$ cat src/rtl/if_stage.sv
// ---------------------------------------------------------------------------
// if_stage : instruction-fetch stage of the pipelined LC-3b datapath.
//
// Holds the fetch PC, runs the instruction-memory read handshake and presents
// each fetched word with its PC to decode. A one-entry buffer absorbs decode
// stalls. Redirects from later stages flush fetch state. An in-flight memory
// read cannot be aborted, so it is drained and its data dropped.
//
// Optional feature macro: IF_PERF_CNT_EN adds saturating performance counters.
//
// Parameters:
//   RESET_PC      fetch PC loaded on reset
// Ports:
//   clk           clock, rising edge
//   rst           synchronous active-high reset
//   stall         decode cannot accept; output register holds
//   redirect      PC change from a later stage
//   redirect_pc   new fetch PC (bit 0 passed through unmodified)
//   imem_address  instruction-memory address
//   imem_read     instruction-memory read request
//   imem_resp     read complete, imem_rdata valid this cycle
//   imem_rdata    instruction word from memory
//   valid_out     ir_out/pc_out hold a real instruction
//   ir_out        instruction word to decode / control ROM
//   pc_out        address of ir_out
//   pc_plus2_out  pc_out + 2 (wraps)
//   perf_fetched  (IF_PERF_CNT_EN) words written to the output register
//   perf_stall    (IF_PERF_CNT_EN) cycles with stall && valid_out
// ---------------------------------------------------------------------------
module if_stage #(
  parameter logic [15:0] RESET_PC = 16'h0000
) (
  input  logic        clk,
  input  logic        rst,
  input  logic        stall,
  input  logic        redirect,
  input  logic [15:0] redirect_pc,
  output logic [15:0] imem_address,
  output logic        imem_read,
  input  logic        imem_resp,
  input  logic [15:0] imem_rdata,
  output logic        valid_out,
  output logic [15:0] ir_out,
  output logic [15:0] pc_out,
  output logic [15:0] pc_plus2_out
`ifdef IF_PERF_CNT_EN
  ,
  output logic [15:0] perf_fetched,
  output logic [15:0] perf_stall
`endif
);

  typedef enum logic [1:0] {FETCH, BUFFERED, DRAIN} state_t;

  function automatic logic [15:0] inc2(input logic [15:0] a);
    return a + 16'd2;
  endfunction

  state_t      state, state_n;
  logic [15:0] pc, pc_n;
  logic [15:0] drain_addr;
  logic [15:0] buf_ir_p0, buf_pc_p0;
  logic        vld_n;
  logic        load_out, buf_load, drain_load;
  logic [15:0] out_ir_n, out_pc_n;

  assign imem_read    = (state != BUFFERED);
  assign imem_address = (state == DRAIN) ? drain_addr : pc;
  assign pc_plus2_out = inc2(pc_out);

  always_comb begin
    state_n    = state;
    pc_n       = pc;
    // A stalled output holds; an accepted one empties unless refilled below.
    vld_n      = stall ? valid_out : 1'b0;
    load_out   = 1'b0;
    buf_load   = 1'b0;
    drain_load = 1'b0;
    out_ir_n   = imem_rdata;
    out_pc_n   = pc;
    if (redirect) begin
      pc_n  = redirect_pc;
      vld_n = 1'b0;
      case (state)
        FETCH: begin
          // Read still in flight: remember its address so it can be drained.
          if (!imem_resp) begin
            drain_load = 1'b1;
            state_n    = DRAIN;
          end
        end
        BUFFERED: state_n = FETCH;
        DRAIN:    state_n = DRAIN;
        default:  state_n = FETCH;
      endcase
    end else begin
      case (state)
        FETCH: begin
          if (imem_resp) begin
            pc_n = inc2(pc);
            if (!valid_out || !stall) begin
              load_out = 1'b1;
              vld_n    = 1'b1;
            end else begin
              buf_load = 1'b1;
              state_n  = BUFFERED;
            end
          end
        end
        BUFFERED: begin
          if (!stall) begin
            load_out = 1'b1;
            vld_n    = 1'b1;
            out_ir_n = buf_ir_p0;
            out_pc_n = buf_pc_p0;
            state_n  = FETCH;
          end
        end
        DRAIN: begin
          if (imem_resp) state_n = FETCH;
        end
        default: state_n = FETCH;
      endcase
    end
  end

  // Control state and output register
  always_ff @(posedge clk) begin
    if (rst) begin
      state     <= FETCH;
      pc        <= RESET_PC;
      valid_out <= 1'b0;
      ir_out    <= 16'h0000;
      pc_out    <= 16'h0000;
    end else begin
      state     <= state_n;
      pc        <= pc_n;
      valid_out <= vld_n;
      if (load_out) begin
        ir_out <= out_ir_n;
        pc_out <= out_pc_n;
      end
    end
  end

  // Stall buffer and drain address (data only)
  always_ff @(posedge clk) begin
    if (drain_load) drain_addr <= pc;
    if (buf_load) begin
      buf_ir_p0 <= imem_rdata;
      buf_pc_p0 <= pc;
    end
  end

`ifdef IF_PERF_CNT_EN
  function automatic logic [15:0] sat_inc(input logic [15:0] a);
    return (a == 16'hFFFF) ? a : a + 16'd1;
  endfunction

  always_ff @(posedge clk) begin
    if (rst) begin
      perf_fetched <= 16'h0000;
      perf_stall   <= 16'h0000;
    end else begin
      if (load_out)           perf_fetched <= sat_inc(perf_fetched);
      if (stall && valid_out) perf_stall   <= sat_inc(perf_stall);
    end
  end
`endif

endmodule

$ cat config.mk
export PLATFORM = sky130hd
export DESIGN_NAME = if_stage
export DESIGN_NICKNAME = d
export VERILOG_FILES = /design/src/rtl/if_stage.sv
export SDC_FILE = /design/constraint.sdc
export NUM_CORES = 1
export LEC_CHECK = 0
export ABC_AREA = 0
export CORE_MARGIN = 4
export CORE_UTILIZATION = 50
export CTS_CLUSTER_DIAMETER = 150
export DETAILED_ROUTE_END_ITERATION = 10
export PLACE_DENSITY = 0.76
export SLEW_MARGIN = 20
export SYNTH_ARGS = -nofsm -noshare
export SYNTH_HDL_FRONTEND = slang
export SYNTH_SLANG_ARGS = --single-unit
export TNS_END_PERCENT = 1
$ cat constraint.sdc
create_clock -name clk -period 2.8 [get_ports clk]
set_input_delay 0.56 -clock clk [delete_from_list [all_inputs] [get_ports clk]]
set_output_delay 0.56 -clock clk [all_outputs]
set_load 0.05 [all_outputs]
==> results.sh <==
export IMPL_die_h_um=101
export IMPL_final_max_slew_viol_count=0
export IMPL_syn_nets=405
export IMPL_cts_hold_fix_buffers=0
export IMPL_cts_tree="yes"
export IMPL_arrival_ps=2110
export IMPL_via_per_inst=5.52
export IMPL_status="completed"
export IMPL_drtAntennaViolNets=0
export IMPL_dr_pass1_iters=4
export IMPL_min_path_cells=2
export IMPL_r2r_slack_ps=890
export IMPL_min_to="ir_out[0]$_SDFFE_PP0P_"
export IMPL_grt_start_max_net_pins=65
export IMPL_worstSkewPairLatency_ps=360
export IMPL_rsz0062_at_grt="false"
export IMPL_cts_resized=0
export IMPL_yosysWarnings=0
export IMPL_grt_use_total_pct=19.0
export IMPL_yosysUniqueCellTypes=46
export IMPL_crit_type="reg -> out"
export IMPL_cts_made_buffers=9
export IMPL_synth_edff_count=48
export IMPL_place_ws_ps=287
export IMPL_post_dp_hpwl_mm=6.83
export IMPL_endpoint_kind="output pin"
export IMPL_gp_congestion=0.807
export IMPL_reg2reg_from="pc[1]$_SDFFE_PP0P_"
export IMPL_worstHoldStart="ir_out[0]$_SDFFE_PP0P_"
export IMPL_fmaxAchievable_mhz=374
export IMPL_postLayoutCellArea_mm2=0.00583
export IMPL_antenna_cells=0
export IMPL_drc=0
export IMPL_start_kind="register"
export IMPL_post_cts_setup_buffers=0
export IMPL_cts_root_buf="clkbuf_8"
export IMPL_antenna_found_initial=0
export IMPL_num_io_pins=103
export IMPL_p_leak_nw=1.98
export IMPL_clk_pin_slew_ps=90
export IMPL_fin_skew_ps=11.1
export IMPL_seq_area_frac_synth_pct=56.6
export IMPL_drive_above_1_share_pct=16.2
export IMPL_fin_ws_ps=125
export IMPL_yosys_register_bits=99
export IMPL_syn_avg_cell_area_um2=11.9
export IMPL_die_area_mm2=0.0103
export IMPL_ir_drop_uv=301
export IMPL_rr_endpoint="pc[15]$_SDFFE_PP0P_"
export IMPL_grt_pass1_wl_mm=15.3
export IMPL_tns_ps=0
export IMPL_cp_max_fo=6
export IMPL_ff2ff_path_depth=5
export IMPL_min_period_over_period_pct=95.5
export IMPL_area_growth_pct=33.9
export IMPL_period_needed_ps=2670
export IMPL_drt_iter0_drc=162
export IMPL_initial_utilization_pct=52.2
export IMPL_portBuffers=102
export IMPL_grt_overflow=0
export IMPL_powerDensity_mw_per_mm2=578
export IMPL_syn_instance_count=366
export IMPL_h_tree_depth=3
export IMPL_finalHoldViolCount=0
export IMPL_max_slew_margin_pct=57.6
export IMPL_placed_area_mm2=0.00561
export IMPL_grt_pass1_vias=3083
export IMPL_post_drt_wl_per_cell_um=16.8
export IMPL_netlist_area_mm2=0.00435
export IMPL_cts_path_max_buffers=2
export IMPL_p_total_mw=3.37
export IMPL_setup_viol=0
export IMPL_async_reset_ff_share_pct=0
export IMPL_core_area_mm2=0.00834
export IMPL_min_path_type="reg -> reg"
export IMPL_drv_cap=0
export IMPL_synthFlopType="dfxtp_1"
export IMPL_required_ps=2240
export IMPL_fp_dieW_um=101
export IMPL_vias=3163
export IMPL_wirelength_mm=9.63
export IMPL_fin_nets=502
export IMPL_worstMarginPinSlew_ps=636
export IMPL_num_rows=33
export IMPL_clock_sinks=99
[cells in the final DEF, fill, tap and decap left out, types with 2 or more instances in the layout]
cell             netlist  routed
clkbuf_8               3       9
nand4_1                5       5
inv_1                  3       3
dfxtp_1               51      51
bufinv_16              0       2
a311oi_1               3       3
buf_4                  1      15
a211oi_1              41      41
nor2b_1                2       2
nor2_1                48      48
buf_12                 0      19
clkinv_2               0       2
xor2_1                 9       9
or3_2                  2       2
nand3_1               10      10
edfxtp_1              48      48
nor4_1                 2       2
clkdlybuf4s50_1        0      77
mux2i_1               33      33
xnor2_1               13      13
nand2b_1               3       3
and4_1                 4       4
o21ai_0                5       5
ha_1                   2       2
mux2_2                17      17
a21oi_1                5       5
and3_1                 3       3
nor3_1                 3       2
nand2_1               11      11
[how the worst max path moves through the flow]
stage / slack [ps] / to / startpoint
3_5_place_dp: 290 / pc[14]$_SDFFE_PP0P_ / imem_resp
2_1_floorplan: 20 / pc_plus2_out[10] / pc_out[4]$_SDFFE_PP0P_
3_3_place_gp: 370 / pc[14]$_SDFFE_PP0P_ / imem_resp
5_1_grt: 40 / pc_plus2_out[5] / pc_out[1]$_SDFFE_PP0P_
4_1_cts: 110 / pc_plus2_out[5] / pc_out[1]$_SDFFE_PP0P_
6_report: 130 / pc_plus2_out[5] / pc_out[1]$_SDFFE_PP0P_
[registers in the layout, indices dropped and copies added (netlist names)]
| name | count |
|---|---|
| valid_out | 1 |
| pc | 16 |
| ir_out | 16 |
| buf_pc_p0 | 16 |
| buf_ir_p0 | 16 |
| drain_addr | 16 |
| pc_out | 16 |
| state | 2 |
[metrics by stage]
step | utilization (%) | hold WS (ps) | instances
after global routing | 69.9 | 527 | 573
after detailed placement | 67.3 | 495 | 557
final | 69.9 | 504 | 573
after CTS | 69.9 | 506 | 573
after floorplan | - | 442 | 366
after global placement | 67.3 | 492 | 557
[power by group]
part | switching [mW] | internal, mW | total (mW)
Combinational | 0.423 | 0.301 | 0.724
Clock | 0.476 | 0.508 | 0.984
Sequential | 0.0740 | 1.58 | 1.66
Total | 0.973 | 2.39 | 3.37
[worst max-delay path, stage by stage, from the launching register on]
cell             delay [ps]
dfxtp_1                 440
ha_1                    260
nand3_1                 110
xnor2_1                 140
clkdlybuf4s50_1         810
[cell usage after synthesis, types with 2 or more instances]
library cell / count / area (µm²)
dfxtp_1: 51 / 1020
edfxtp_1: 48 / 1440
nor2_1: 48 / 180
a211oi_1: 41 / 308
mux2i_1: 33 / 330
mux2_2: 17 / 191
xnor2_1: 13 / 114
clkbuf_1: 12 / 45.0
nand2_1: 11 / 41.3
nand3_1: 10 / 50.1
xor2_1: 9 / 78.8
buf_2: 7 / 35.0
a21oi_1: 5 / 25.0
nand4_1: 5 / 31.3
o21ai_0: 5 / 25.0
and4_1: 4 / 35.0
a311oi_1: 3 / 26.3
and3_1: 3 / 18.8
clkbuf_8: 3 / 41.3
inv_1: 3 / 11.3
nand2b_1: 3 / 18.8
nor3_1: 3 / 15.0
buf_6: 2 / 22.5
ha_1: 2 / 25.0
nor2b_1: 2 / 12.5
nor4_1: 2 / 12.5
or3_2: 2 / 15.0
[final cells by class]
type	count	area [µm²]
fill	621	2510
sequential	99	2460
multi-input combinational	237	1730
timing repair buffer	112	1270
tap	105	131
clock buffer	10	128
clock inverter	6	90.1
inverter	4	15.0
[per-layer routing]
layer  vias up  wire length [µm]  global-route usage (%)
met5         -                 0                       0
met4         0               132                    6.54
met3        11               540                    2.55
met2        85              4880                    33.6
met1      1502              4080                    23.9
li1       1565                 -                       -
[cell families after synthesis]
group                      Yosys count  synth area share (%)
and+or+nand+nor                    104                  12.7
DFF                                 99                  56.6
AOI/OAI and AO/OA                   59                  9.86
muxes                               50                  12.0
buffers and inverters               30                  3.91
xor gates and xnor gates            22                  4.43
adders and majority gates            2                 0.575
No activity file was read; power rests on OpenSTA's default activity.
